<file path="config.mk">
export PLATFORM = sky130hd
export DESIGN_NAME = parallel_to_serial
export DESIGN_NICKNAME = d
export VERILOG_FILES = /design/src/rtl/parallel_to_serial.sv
export SDC_FILE = /design/constraint.sdc
export NUM_CORES = 1
export LEC_CHECK = 0
export ABC_AREA = 1
export ABC_CLOCK_PERIOD_IN_PS = 1750
export BUFFER_PORTS_ARGS = -buffer_cell sky130_fd_sc_hd__buf_2
export CAP_MARGIN = 10
export CORE_ASPECT_RATIO = 1.75
export CORE_MARGIN = 10
export CORE_UTILIZATION = 40
export DETAILED_ROUTE_END_ITERATION = 8
export PLACE_DENSITY_LB_ADDON = 0.12
export SLEW_MARGIN = 20
export SYNTH_ARGS = -nofsm -noshare
export SYNTH_HDL_FRONTEND = slang
export SYNTH_SLANG_ARGS = --single-unit
</file>
<file path="constraint.sdc">
create_clock -name clk -period 1.75 [get_ports clk]
set_clock_uncertainty 0.2 [all_clocks]
set_input_delay 0.175 -clock clk [delete_from_list [all_inputs] [get_ports clk]]
set_output_delay 0.175 -clock clk [all_outputs]
set_load 0.02 [all_outputs]
</file>
<file path="src/rtl/parallel_to_serial.sv">
// parallel_to_serial: captures an N-bit word on a rising rx_valid and hands it
// to a byte-wide UART MSB first. The first byte leaves immediately; each later
// byte waits for the transmitter's busy flag to fall.
module parallel_to_serial #(
  parameter int N         = 32,
  parameter int Ndiv4log2 = 3
) (
  input  logic                 clk,
  input  logic                 rst,
  input  logic                 rx_valid,
  input  logic [N-1:0]         rx_bytes,
  input  logic                 is_transmitting,
  output logic [7:0]           tx_byte,
  output logic                 tx_valid
);

  localparam int NUM_BYTES = N / 8;
  localparam logic [Ndiv4log2-1:0] LAST_IDX = Ndiv4log2'(NUM_BYTES - 1);
  localparam logic [Ndiv4log2-1:0] IDX_ONE  = Ndiv4log2'(1);

  typedef enum logic {S_IDLE, S_WAIT} state_t;

  state_t               state_q, state_d;
  logic                 rx_valid_q, busy_q;
  logic [N-1:0]         word_q, word_d;
  logic [Ndiv4log2-1:0] idx_q, idx_d;
  logic [7:0]           byte_d;
  logic                 vld_d;

  logic                 rise, fall;
  logic [N-1:0]         word_shl;
  logic [7:0]           cur_byte;

  assign rise = rx_valid & ~rx_valid_q;
  assign fall = busy_q & ~is_transmitting;

  // Byte at position idx counted from the MSB: shift it up into the top lane.
  assign word_shl = word_q << {idx_q, 3'b000};
  assign cur_byte = word_shl[N-1 -: 8];

  // State register plus all datapath/output registers; reset wins over events.
  always_ff @(posedge clk) begin
    if (rst) begin
      state_q    <= S_IDLE;
      rx_valid_q <= 1'b0;
      busy_q     <= 1'b0;
      word_q     <= '0;
      idx_q      <= '0;
      tx_byte    <= 8'h00;
      tx_valid   <= 1'b0;
    end else begin
      state_q    <= state_d;
      rx_valid_q <= rx_valid;
      busy_q     <= is_transmitting;
      word_q     <= word_d;
      idx_q      <= idx_d;
      tx_byte    <= byte_d;
      tx_valid   <= vld_d;
    end
  end

  // Next state: leave IDLE on an accepted multi-byte word, return after the last byte.
  always_comb begin
    state_d = state_q;
    case (state_q)
      S_IDLE: if (rise && NUM_BYTES > 1) state_d = S_WAIT;
      S_WAIT: if (fall && idx_q == LAST_IDX) state_d = S_IDLE;
      default: state_d = S_IDLE;
    endcase
  end

  // Outputs/datapath: a rise in IDLE or a fall in WAIT emits exactly one byte.
  // Events in the other state are deliberately dropped.
  always_comb begin
    word_d = word_q;
    idx_d  = idx_q;
    byte_d = tx_byte;
    vld_d  = 1'b0;
    case (state_q)
      S_IDLE: begin
        if (rise) begin
          word_d = rx_bytes;
          byte_d = rx_bytes[N-1 -: 8];
          vld_d  = 1'b1;
          idx_d  = IDX_ONE;
        end
      end
      S_WAIT: begin
        if (fall) begin
          byte_d = cur_byte;
          vld_d  = 1'b1;
          idx_d  = idx_q + IDX_ONE;
        end
      end
      default: ;
    endcase
  end

endmodule

</file>
==> out/results.tsv, run 1 <==
stage	metric	value	unit
logic_synthesis	Gate Count Post-Synth	303	
grt	initial antenna violation count	0	
cells_and_area	nets	415	
timing	Final setup viols	0	
worst_setup_path	Crit Path Class	in2reg	
route	top routing layer in use	met4	
placement	hpwl dp	4200	µm
logic_synthesis	sequential share of the synthesized area	0.440	
timing	relative max-transition margin	0.643	
floorplanning	Initial Util	0.410	
floorplanning	die area	8790	µm²
route	DRC viols	0	
worst_setup_path	CP startpoint kind	primary input	
timing	maximum clock rate	0.625	GHz
worst_setup_path	crit end category	flip-flop	
worst_setup_path	flop-to-flop setup slack	0.27	ns
timing	final setup TNS	0	ns
cells_and_area	FF+latch area	941	µm²
cells_and_area	FILL cells	548	
worst_setup_path	Critical-path top delay cell	dlygate4sd3_1	
route	drt first pass iters	4	
timing	fin. max-slew vios	0	
placement	RD Place Congestion	0.814	
route	met2 wire len	3170	µm
grt	global-route wire length before repair	9830	µm
worst_setup_path	crit-path max FO	30	
worst_setup_path	R2R cell count	6	
timing	Hold Slack	0.00231	ns
floorplanning	io pins	45	
hold_path	Hold Path Depth	3	
logic_synthesis	Netlist cell types	20	
route	vias per inst	4.82	
grt	grt total ovfl	0	
power_and_ir_drop	Leakage Power	1.34	nW
floorplanning	die width	75.3	µm
floorplanning	core box area	5210	µm²
route	routed length per instance	13.6	µm
timing	Tmin final	1.60	ns
cells_and_area	layout cells sized above 1	0.167	
grt	GRT Overall Usage	0.143	
logic_synthesis	Post-Syn Area	2140	µm²
route	post-route ant nets	0	
route	met3 routed WL	223	µm
cells_and_area	Synth-to-Final Area Change	31.7	%
cts	CTS tree	done	
job	max_cap viols	0	
placement	Port Buffers	44	
cts	CTS Sinks	47	
cts	root buf cell	clkbuf_8	
worst_setup_path	CP peak stage delay	0.53	ns
worst_setup_path	Critical R2R Capture	tx_byte[3]$_SDFFE_PP0P_	
grt	vias in the first global route	2116	
grt	pin count of the biggest net entering global routing	43	
timing	count of final hold-check violations	0	
floorplanning	row cnt	35	
hold_path	hold_sp	rx_bytes[26]	
run_status	status	complete, no violations	
cts	total CTS buffers	5	
hold_path	WHS Endpoint	word_q[26]$_SDFFE_PP0P_	
worst_setup_path	critical-path cell list	dlygate4sd3_1 > buf_2 > inv_2 > nor2_2 > nand2_2 > buf_4 > nand3b_1 > nand2_1 > a21oi_1	
logic_synthesis	Syn Nets	341	
logic_synthesis	Syn Area/Cell	7.06	µm²
cts	Bufs on Longest Clock Path	2	
cells_and_area	diode count	0	
worst_setup_path	R2R Path Start	state_q$_SDFF_PP0_	
cells_and_area	area of the multi-input gates	902	µm²
cts	Worst-path clk slew	0.08	ns
hold_path	min-delay worst type	in2reg	
worst_setup_path	Critical Path AT	1.59	ns
worst_setup_path	Worst EP required	1.74	ns
power_and_ir_drop	power per cell area	819	nW/µm²
floorplanning	die height	117	µm
logic_synthesis	flops & latches, synth	47	
timing	period utilization	0.914	
timing	Slew @ Worst Pin	0.533	ns
route	total number of vias	2089	
logic_synthesis	Yosys Warn Count	0	
route	DRT iter0 DRCs	90	
timing	RSZ-0062 raised after global routing	false	
cts	clk_lat worst skew	0.30	ns
route	WL final	5910	µm
cts	H-tree Lvls	2	
power_and_ir_drop	Max VDD drop	581	µV
route	M1 WL	2360	µm
-- Yosys cell counts --
cell type,number,share of area
nand2_1,60,0.11
o21ai_1,32,0.075
buf_2,11,0.026
inv_1,45,0.079
buf_6,3,0.016
nand2_2,1,0.0029
o21ai_0,2,0.0047
nor2_2,1,0.0029
nand3b_1,8,0.028
nand3_1,16,0.037
nand3_4,1,0.0082
inv_2,3,0.0053
a21oi_1,52,0.12
or2_0,1,0.0029
clkbuf_1,4,0.0070
nor2_1,12,0.021
dfxtp_1,47,0.44
ha_1,2,0.012
clkinv_1,1,0.0018
buf_4,1,0.0035
-- worst max path at each step --
stage	end	startpoint	cells after the start
global route	tx_byte[1]$_SDFFE_PP0P_	state_q$_SDFF_PP0_	4
CTS	idx_q[2]$_SDFFE_PP0P_	rx_valid	10
finish	tx_byte[3]$_SDFFE_PP0P_	rx_valid	9
floorplan	idx_q[2]$_SDFFE_PP0P_	idx_q[0]$_SDFFE_PP0P_	4
global placement	idx_q[1]$_SDFFE_PP0P_	state_q$_SDFF_PP0_	7
detailed placement	idx_q[2]$_SDFFE_PP0P_	state_q$_SDFF_PP0_	7
-- registers in the layout, summed over array words and instances (netlist names) --
register / flops
busy_q: 1
tx_valid: 1
state_q: 1
rx_valid_q: 1
idx_q: 3
tx_byte: 8
word_q: 32
-- what timing repair did --
action / 4_1_cts / 5_1_grt
endpoints found under the hold margin: 36 / 0
endpoints found under the setup margin: 0 / 2
hold buffers: 35 / 0
buffers inserted: 0 / 0
gates resized for setup: 0 / 1
-- metal layers --
| metal | global-route usage | vias to the layer above |
|---|---|---|
| met2 | 0.260 | 32 |
| met1 | 0.150 | 935 |
| met5 | 0 | - |
| li1 | - | 1113 |
| met4 | 0.0623 | 0 |
| met3 | 0.0332 | 9 |
-- cells by family (layout without fill, tap and decap cells) --
logic type               Yosys count  in the layout  synth area share
AND/OR/NAND/NOR                  100            100             0.209
flip-flops                        47             47             0.440
adder cells (fa/ha/maj)            2              2            0.0117
buffers and inverters             68            143             0.138
AO/OA/AOI/OAI                     86             86             0.201
-- layout make-up --
cell class | instances | area share
clock buffers | 7 | 0.0271
clock inverters | 1 | 0.00178
inverters | 49 | 0.0653
multi-input cells | 188 | 0.320
flip-flops and latches | 47 | 0.334
well taps | 55 | 0.0244
repair buffers | 86 | 0.227
-- critical path, delay by kind of cell --
kind                   cells  cell delay [ns]
buffers and inverters      4             1.01
and+or+nand+nor            4             0.34
AOI/OAI and AO/OA          1             0.04
-- report_power, final --
| part | internal [mW] | switching, mW | total (mW) |
|---|---|---|---|
| registers | 1.15 | 0.0273 | 1.18 |
| logic | 0.213 | 0.282 | 0.495 |
| clock network | 0.281 | 0.350 | 0.631 |
| total | 1.65 | 0.659 | 2.31 |
-- layout by cell type, fill, tap and decap left out, drive strengths merged --
master       instances
a21oi               52
buf                 51
clkbuf               7
clkinv               2
dfxtp               47
dlygate4sd3         35
ha                   2
inv                 48
nand2               61
nand3               17
nand3b               8
nor2                13
o21ai               34
or2                  1
-- per-stage QoR --
stage	util	total power, mW	cells	setup slack [ns]	instance area [µm²]
final	0.540	2.31	433	0.151	2820
after global routing	0.540	2.44	433	0.0270	2820
after CTS	0.540	2.33	433	0.132	2810
after detailed placement	0.457	1.64	390	0.248	2380
after global placement	0.457	1.64	390	0.301	2380
after floorplan	-	1.51	303	0.429	2140
(Power assumes the default switching activity.)
==> run 2, diff against run 1 <==
--- a/config.mk
+++ b/config.mk
@@ -14,6 +14,7 @@
 export CORE_UTILIZATION = 40
 export DETAILED_ROUTE_END_ITERATION = 8
 export PLACE_DENSITY_LB_ADDON = 0.12
+export SETUP_SLACK_MARGIN = 0.5
 export SLEW_MARGIN = 20
 export SYNTH_ARGS = -nofsm -noshare
 export SYNTH_HDL_FRONTEND = slang
==> run 2 against run 1 <==
Die area is the same. Wire length up 17%. Sequential share of layout area decreased by 5.4 points. Largest cell class is now multi-input combinational cells. Final cell count up 2.5%. Maximum frequency grew 16%. Non-clock buffer count rose by 9. Utilization increased by 11 points. Sequential cell count unchanged. Critical path type is now reg2reg. Setup slack better by 0.22 ns. Global-route usage grew 1.7 points. Clock-buffer cell count shrank 2. Critical endpoint is now word_q[20]$_SDFFE_PP0P_.
==> out/results.tsv, run 2 (synthesis gave the netlist of run 1 again) <==
stage	metric	value	unit	change
route	vias per inst	5.05		+4.6%
timing	relative max-transition margin	0.775		+0.132
power_and_ir_drop	power per cell area	742	nW/µm²	-9.4%
grt	grt total ovfl	0		unchanged
timing	Final setup viols	0		unchanged
cts	root buf cell	clkbuf_8		
timing	maximum clock rate	0.725	GHz	+16%
timing	period utilization	0.788		-0.126
worst_setup_path	total stage count of the critical path	6		-3
worst_setup_path	R2R cell count	6		unchanged
floorplanning	Initial Util	0.410		unchanged
cells_and_area	Synth-to-Final Area Change	58.9	%	
floorplanning	row cnt	35		unchanged
route	DRT iter0 DRCs	158		+76%
cts	clk_lat worst skew	0.29	ns	about the same
floorplanning	io pins	45		unchanged
grt	vias in the first global route	2349		+11%
placement	hpwl dp	4110	µm	-2.0%
power_and_ir_drop	Max VDD drop	587	µV	+0.96%
route	drt first pass iters	4		unchanged
cells_and_area	nets	426		+2.7%
worst_setup_path	CP top delay family	flip-flops		
worst_setup_path	CP peak stage delay	0.34	ns	-0.19 ns
route	routed length per instance	15.5	µm	+14%
worst_setup_path	R2R Path Start	rx_valid_q$_SDFF_PP0_		
floorplanning	die area	8790	µm²	unchanged
route	total number of vias	2241		+7.3%
worst_setup_path	crit end category	flip-flop		
route	WL final	6890	µm	+17%
worst_setup_path	CP startpoint kind	flip-flop		
placement	RD Place Congestion	0.825		+1.3%
cts	CTS tree	done		
worst_setup_path	Worst EP required	1.75	ns	about the same
hold_path	hold_sp	rx_valid		
cells_and_area	layout cells sized above 1	0.347		+0.180
grt	pin count of the biggest net entering global routing	43		unchanged
placement	placed insts	389		-0.26%
timing	RSZ-0062 raised after global routing	true		
timing	fin. max-slew vios	0		unchanged
job	max_cap viols	0		unchanged
cts	Worst-path clk slew	0.09	ns	about the same
grt	GRT Overall Usage	0.160		+0.0168
floorplanning	core box area	5210	µm²	unchanged
worst_setup_path	critical-path cell list	nor2_4 > nand2_8 > buf_12 > buf_16 > o21ai_2 > a21oi_2		
worst_setup_path	Crit Path Class	reg2reg		
route	post-route ant nets	0		unchanged
cells_and_area	Final Non-Filler Cells	444		+2.5%
cts	Bufs on Longest Clock Path	2		unchanged
timing	final setup TNS	0	ns	unchanged
timing	Slew @ Worst Pin	0.337	ns	-0.196 ns
route	DRC viols	0		unchanged
grt	global-route wire length before repair	11000	µm	+12%
hold_path	min-delay worst type	in2reg		
worst_setup_path	crit-path max FO	10		-67%
cts	total CTS buffers	5		unchanged
run_status	status	complete, no violations		
cells_and_area	leading cell type in the layout, fill and taps excluded	nand2_1		
placement	Port Buffers	44		unchanged
cells_and_area	diode count	0		unchanged
cts	H-tree Lvls	2		unchanged
timing	Tmin final	1.38	ns	-0.220 ns
timing	count of final hold-check violations	0		unchanged
worst_setup_path	crit path from	rx_valid_q$_SDFF_PP0_		
floorplanning	die height	117	µm	unchanged
hold_path	Hold Path Depth	5		+2
cells_and_area	top flop regs	word_q: 32 flops, tx_byte: 8 flops, idx_q: 3 flops		
floorplanning	die width	75.3	µm	unchanged
cells_and_area	commonest non-fill, non-tap cells in the layout	58 x nand2_1, 44 x buf_2, 43 x inv_1		
grt	initial antenna violation count	0		unchanged
cts	CTS Sinks	47		unchanged
worst_setup_path	Critical-path top delay cell	dfxtp_2		
cells_and_area	Largest register FFs	32		unchanged
worst_setup_path	CP Buf/Inv Count	2		-2
cells_and_area	FILL cells	431		-21%
cells_and_area	Biggest register	word_q		
worst_setup_path	Critical Path AT	1.37	ns	-0.22 ns
power_and_ir_drop	Leakage Power	1.51	nW	+13%
==> run 2: final timing paths <==
check | to | slack [ns]
hold reg to reg | word_q[8]$_SDFFE_PP0P_ | 0.25
setup / recovery | word_q[20]$_SDFFE_PP0P_ | 0.37
hold / removal | state_q$_SDFF_PP0_ | 0.11
setup reg to reg | word_q[20]$_SDFFE_PP0P_ | 0.37
==> run 2: worst register-to-register path, cell delays in order (launching register included) <==
cell	delay (ns)
dfxtp_2	0.34
nor2_4	0.14
nand2_8	0.13
buf_12	0.15
buf_16	0.14
o21ai_2	0.14
a21oi_2	0.04
==> run 2: power breakdown <==
part	switching (mW)	total [mW]	internal (mW)
sequential	0.0319	1.19	1.15
combinational	0.375	0.702	0.327
clock	0.361	0.635	0.274
==> run 2: metal layers <==
layer  global-route usage  share of wire  vias up
li1                     -              -     1141
met4               0.0710          0.035        0
met5                    0              0        -
met1                0.176           0.39     1030
met2                0.283           0.53       52
met3               0.0332          0.039       18
==> run 2: cell type report <==
class	count	area [µm²]	area share
multi-input cells	190	1190	0.351
flip-flops and latches	47	952	0.280
repair buffers	95	908	0.267
inverters	49	193	0.0567
clock buffers	5	68.8	0.0203
well taps	55	68.8	0.0203
clock inverters	3	15.0	0.00442
==> run 2: repair_timing <==
action | in CTS | in global routing
cloned | 4 | 6
pin swaps | 4 | 17
hold buffers | 33 | 2
hold endpoints to repair | 36 | 5
setup endpoints to repair | 44 | 44
gates resized for setup | 36 | 48
buffers inserted | 2 | 0
==> run 2: per-stage QoR <==
step,setup slack [ns],hold slack [ns],area [µm²],power (mW),utilization
detailed placement,0.300,0.208,2380,1.64,0.456
floorplan,0.490,0.0441,2140,1.51,-
global placement,0.330,0.203,2380,1.64,0.456
global route,0.336,0.147,3400,2.66,0.652
CTS,0.411,-0.0918,3060,2.42,0.587
finish,0.371,0.107,3400,2.52,0.652
